[src/rtl/free_list.sv]
// -----------------------------------------------------------------------------
// free_list
//   Physical-register free list for a 4-wide allocation stage. A circular
//   array of free physical register numbers is consumed at `head` by the
//   allocator (up to four per cycle, program order) and refilled at `tail`
//   by commit (up to two per cycle). The head pointer is published as
//   `curr_pos` so the branch unit can checkpoint it and later rewind it
//   through `flush` / `flush_pos`.
//
// Ports
//   clk, rst_n          clock, asynchronous active-low reset
//   alloc_valid         allocation group present this cycle
//   pr_need_inst[3:0]   per-instruction destination request (bit 0 oldest)
//   pr0..pr3            register handed to instruction k (valid when its
//                       need bit is set and alloc_ok is high)
//   alloc_ok            whole group granted this cycle
//   alloc_stall         alloc_valid & !alloc_ok
//   curr_pos            registered head pointer
//   free_vld[1:0]       commit release strobes (bit 0 older)
//   free_pr0, free_pr1  released register numbers
//   flush, flush_pos    mispredict recovery: restore head to flush_pos
//   free_cnt            registered number of free entries
//   ovf_err             sticky: a release arrived while the list was full
// -----------------------------------------------------------------------------
module free_list #(
  parameter int PR_W     = 6,
  parameter int NUM_ARCH = 32
) (
  input  logic            clk,
  input  logic            rst_n,
  input  logic            alloc_valid,
  input  logic [3:0]      pr_need_inst,
  output logic [PR_W-1:0] pr0,
  output logic [PR_W-1:0] pr1,
  output logic [PR_W-1:0] pr2,
  output logic [PR_W-1:0] pr3,
  output logic            alloc_ok,
  output logic            alloc_stall,
  output logic [PR_W-1:0] curr_pos,
  input  logic [1:0]      free_vld,
  input  logic [PR_W-1:0] free_pr0,
  input  logic [PR_W-1:0] free_pr1,
  input  logic            flush,
  input  logic [PR_W-1:0] flush_pos,
  output logic [PR_W:0]   free_cnt,
  output logic            ovf_err
);

  localparam int            DEPTH    = 1 << PR_W;
  localparam int            CW       = PR_W + 1;
  localparam logic [CW-1:0] MAX_FREE = CW'(DEPTH - NUM_ARCH);

  logic [PR_W-1:0] fl_mem_q [DEPTH];
  logic [PR_W-1:0] head_q, head_d;
  logic [PR_W-1:0] tail_q, tail_d;
  logic [CW-1:0]   cnt_q,  cnt_d;
  logic            ovf_q,  ovf_d;

  // Prefix sums of the need bits: slot offset of each instruction from head.
  logic [2:0] off1, off2, off3, n_need, alloc_n;
  logic       acc0, acc1;
  logic [1:0] n_rel;
  logic [PR_W-1:0] wr1_idx;

  always_comb begin
    off1   = {2'b00, pr_need_inst[0]};
    off2   = off1 + {2'b00, pr_need_inst[1]};
    off3   = off2 + {2'b00, pr_need_inst[2]};
    n_need = off3 + {2'b00, pr_need_inst[3]};
  end

  assign pr0 = fl_mem_q[head_q];
  assign pr1 = fl_mem_q[head_q + PR_W'(off1)];
  assign pr2 = fl_mem_q[head_q + PR_W'(off2)];
  assign pr3 = fl_mem_q[head_q + PR_W'(off3)];

  // Grant uses the registered count only; same-cycle releases do not bypass.
  assign alloc_ok    = alloc_valid & ~flush & (cnt_q >= CW'(n_need));
  assign alloc_stall = alloc_valid & ~alloc_ok;

  // Releases are judged oldest first; a dropped bit 0 leaves room for bit 1
  // only if the count still allows it, and bit 1 then lands at tail itself.
  assign acc0    = free_vld[0] & (cnt_q < MAX_FREE);
  assign acc1    = free_vld[1] & ((cnt_q + CW'(acc0)) < MAX_FREE);
  assign n_rel   = {1'b0, acc0} + {1'b0, acc1};
  assign wr1_idx = tail_q + PR_W'(acc0);

  // NOTE: every always_comb output gets a default before any branch, so no
  // path can leave it unassigned and infer a latch.
  always_comb begin
    alloc_n = 3'd0;
    tail_d  = tail_q + PR_W'(n_rel);
    head_d  = head_q;
    cnt_d   = cnt_q;
    ovf_d   = ovf_q | (free_vld[0] & ~acc0) | (free_vld[1] & ~acc1);
    if (flush) begin
      // Entries between flush_pos and the old head become free again; the
      // count is simply the distance from the restored head to the new tail.
      head_d = flush_pos;
      cnt_d  = {1'b0, tail_d - flush_pos};
    end else begin
      if (alloc_ok) begin
        alloc_n = n_need;
      end
      head_d = head_q + PR_W'(alloc_n);
      cnt_d  = cnt_q - CW'(alloc_n) + CW'(n_rel);
    end
  end

  // NOTE: state registers use non-blocking assignments so every flop samples
  // the pre-edge values regardless of statement order.
  always_ff @(posedge clk or negedge rst_n) begin
    if (!rst_n) begin
      head_q <= '0;
      tail_q <= PR_W'(DEPTH - NUM_ARCH);
      cnt_q  <= MAX_FREE;
      ovf_q  <= 1'b0;
    end else begin
      head_q <= head_d;
      tail_q <= tail_d;
      cnt_q  <= cnt_d;
      ovf_q  <= ovf_d;
    end
  end

  // NOTE: the array is reset on purpose: after reset it must already hold the
  // registers not claimed by the architectural map, so it cannot be a plain
  // un-reset RAM.
  always_ff @(posedge clk or negedge rst_n) begin
    if (!rst_n) begin
      for (int i = 0; i < DEPTH; i++) begin
        fl_mem_q[i] <= (i < int'(MAX_FREE)) ? PR_W'(NUM_ARCH + i) : '0;
      end
    end else begin
      if (acc0) fl_mem_q[tail_q]  <= free_pr0;
      if (acc1) fl_mem_q[wr1_idx] <= free_pr1;
    end
  end

  assign curr_pos = head_q;
  assign free_cnt = cnt_q;
  assign ovf_err  = ovf_q;

endmodule

[config.mk]
export PLATFORM = sky130hd
export DESIGN_NAME = free_list
export DESIGN_NICKNAME = d
export VERILOG_FILES = /design/src/rtl/free_list.sv
export SDC_FILE = /design/constraint.sdc
export NUM_CORES = 2
export LEC_CHECK = 0
export CELL_PAD_IN_SITES_DETAIL_PLACEMENT = 1
export CELL_PAD_IN_SITES_GLOBAL_PLACEMENT = 2
export CORE_MARGIN = 10
export CORE_UTILIZATION = 30
export DETAILED_ROUTE_END_ITERATION = 12
export GPL_ROUTABILITY_DRIVEN = 0
export PLACE_DENSITY = 0.64
export SYNTH_ARGS = -nofsm -noshare
export SYNTH_HDL_FRONTEND = slang
export SYNTH_SLANG_ARGS = --single-unit
[constraint.sdc]
create_clock -name clk -period 5.3 [get_ports clk]
set_input_delay 1.06 -clock clk [delete_from_list [all_inputs] [get_ports clk]]
set_output_delay 1.06 -clock clk [all_outputs]
set_load 0.05 [all_outputs]
==> impl_metrics.json <==
{
  "start_kind": "input port",
  "timing.final.crit_share_pct": 107,
  "worstSetupPathType": "input port to output port",
  "fp.dieH_um": 356,
  "synth.net_count": 2733,
  "nFillCells": 11699,
  "path_max_fanout": 6,
  "r2r_cells": 17,
  "holdWs_ns": 0.385,
  "hold_viol": 0,
  "synth_async_sr_flop_share_pct": 100,
  "area_growth_pct": 20.0,
  "ant_nets": 0,
  "final_common_cell": "mux2_2",
  "yosys_warnings": 0,
  "grt_first_pass_wirelength_mm": 218,
  "violations": "setup timing",
  "dieArea_um2": 126000,
  "r2r_slack_ns": 0.94,
  "ys_seq_area_share_pct": 30.3,
  "final_cell_mix": "mux2_2 (553), mux4_2 (450), dfrtp_1 (286)",
  "rsz0062_at_grt": "yes",
  "core_um2": 112000,
  "power_w": 0.0242,
  "synth_edf_count": 0,
  "remaining_drc_errors": 0,
  "fin_ws_ns": -0.390,
  "firstDrtPassIters": 5,
  "cp.required_ns": 4.24,
  "synth_top_area_cell": "mux4_2",
  "htree_num_levels": 2,
  "drv_slew": 0,
  "synth.top_cell.area_share_pct": 30.0,
  "grt-ovfl-total": 0,
  "track_usage_pct": 23.5,
  "worst_slew_pin_slew_ns": 1.17,
  "vias_per_cell": 6.27,
  "timing.slew.headroom_pct": 21.8,
  "antenna_found_initial": 7,
  "ys.flop_type": "dfrtp_1",
  "clock_path_buffers": 3,
  "clock_latency_ns": 0.67,
  "nets": 2845,
  "grt_max_degree": 106,
  "placed_area_um2": 37800,
  "crit_arrival_ns": 4.63,
  "grt_pass1_vias": 28386,
  "cts-root-buf": "clkbuf_16",
  "p_leak_nw": 16.3,
  "portBuffers": 67,
  "design_area_um2": 40500,
  "initialDrtViolationCount": 3054,
  "syn_inst": 2654,
  "wl_per_cell_um": 35.2,
  "initial_core_util_pct": 30.1,
  "cp-end-kind": "output port",
  "ir_worst_vdd_mv": 0.268,
  "cellPowerDensity_nw_per_um2": 596,
  "reg2reg_from": "free_cnt[6]$_DFF_PN0_",
  "vias": 27020,
  "cap_violations": 0,
  "routed_wl_mm": 152,
  "syn-cell-area_um2": 33800,
  "hp-class": "input port to asynchronous set/reset pin",
  "holdBufCountCts": 0,
  "setup_violations": 12,
  "place_hpwl_mm": 108,
  "cts_sinks": 404,
  "utilization_pct": 36.1,
  "fmax_mhz": 176,
  "clk_pin_slew_worst_paths_ns": 0.05,
  "syn_avg_cell_area_um2": 12.7,
  "layout-drive-gt1-share_pct": 55.9,
  "skew_ns": 0.0363,
  "rows": 123,
  "synthTopCellsByArea": "mux4_2 (30%), dfrtp_1 (21%), mux2_2 (18%)",
  "period_minus_slack_ns": 5.69,
  "cts_inserted_buffers": 54,
  "io-pin-count": 68,
  "status": "finished, violations left",
  "ys_types": 54,
  "worstReg2RegEnd": "free_cnt[5]$_DFF_PN1_",
  "ys_ff_latch": 404,
  "cts_tree": "yes",
  "die_w_um": 356
}
==> flip-flops by register name, summed over array words and instances (netlist names) <==
register	flops
free_cnt	7
ovf_err	1
fl_mem_q	384
curr_pos	6
tail_q	6
==> power by group <==
group	switching, W	leakage (nW)	internal [W]
Combinational	0.00696	10.3	0.00695
Sequential	0.00186	5.09	0.00443
Clock	0.00155	0.908	0.00239
Total	0.0104	16.3	0.0138
==> cell type report <==
class	count	area [um2]	area share (%)
clock buffers	81	1590	3.91
multi-input cells	1963	22900	56.6
inverters	36	135	0.333
well taps	1500	1880	4.63
flip-flops and latches	404	10300	25.3
repair buffers	307	3470	8.55
diodes	1	2.50	0.00617
clock inverters	17	270	0.667
==> cell usage after synthesis, types with 29 or more instances <==
master,instances
nand4_1,39
clkbuf_1,160
inv_1,34
buf_2,56
mux2_2,553
mux4_2,450
a21oi_1,135
mux2i_1,116
dfstp_2,114
nand3_1,40
dfrtp_1,290
nor2_1,194
buf_1,29
nand2_1,165
ha_1,42
==> how the worst max path moves through the flow <==
stage	start	endpoint	slack, ns	cells past startpoint
floorplan	pr_need_inst[2]	free_cnt[5]$_DFF_PN1_	-0.09	20
global placement	pr_need_inst[2]	pr3[5]	-1.11	15
detailed placement	pr_need_inst[0]	pr3[5]	-1.18	17
CTS	pr_need_inst[1]	pr3[1]	-0.34	14
global route	pr_need_inst[1]	pr3[1]	-0.43	14
finish	pr_need_inst[1]	pr3[1]	-0.39	14
==> through the flow <==
stage | worst slack (ns) | instances | setup TNS (ns)
6_report | -0.390 | 4309 | -4.01
2_1_floorplan | -0.0866 | 2654 | -0.166
4_1_cts | -0.338 | 4305 | -3.26
3_5_place_dp | -1.18 | 4180 | -14.67
5_1_grt | -0.433 | 4308 | -4.33
3_3_place_gp | -1.11 | 4180 | -13.64
==> metal layers <==
layer  GRT usage, %  part of all wire [%]  up-vias
li1               -                     -    10593
met1           30.0                    40    14620
met2           38.0                    47     1403
met3           5.00                   8.0      394
met4           10.4                   5.4       10
met5              0                 0.046        -
==> worst max-delay path, cell delays in order <==
cell and delay (ns):
buf_8 0.10, fa_1 0.58, buf_6 0.12, ha_4 0.12, inv_2 0.03, fa_4 0.88
buf_12 0.19, buf_8 0.12, mux4_2 0.31, mux4_2 0.56, nand3_2 0.09, nand4_1 0.13
buf_6 0.17, buf_12 0.14
==> cell families (layout without fill, tap and decap cells) <==
logic type               count (synthesis)  count (layout)  share of synthesized area [%]
other                                    0               1                              0
multiplexers                          1123            1123                           52.0
AO/OA/AOI/OAI                          238             238                           4.21
adder cells (fa/ha/maj)                 51              51                           2.09
XOR/XNOR                                41              41                           1.06
AND/OR/NAND/NOR                        510             510                           6.82
buffers and inverters                  287             441                           3.46
flip-flops                             404             404                           30.3
==> what timing repair did <==
action / 4_1_cts / 5_1_grt
resized for setup: 96 / 35
setup buffers: 20 / 6
endpoints found under the setup margin: 29 / 25
gates cloned: 7 / 1
pin swaps: 46 / 30
(Power assumes the default switching activity.)
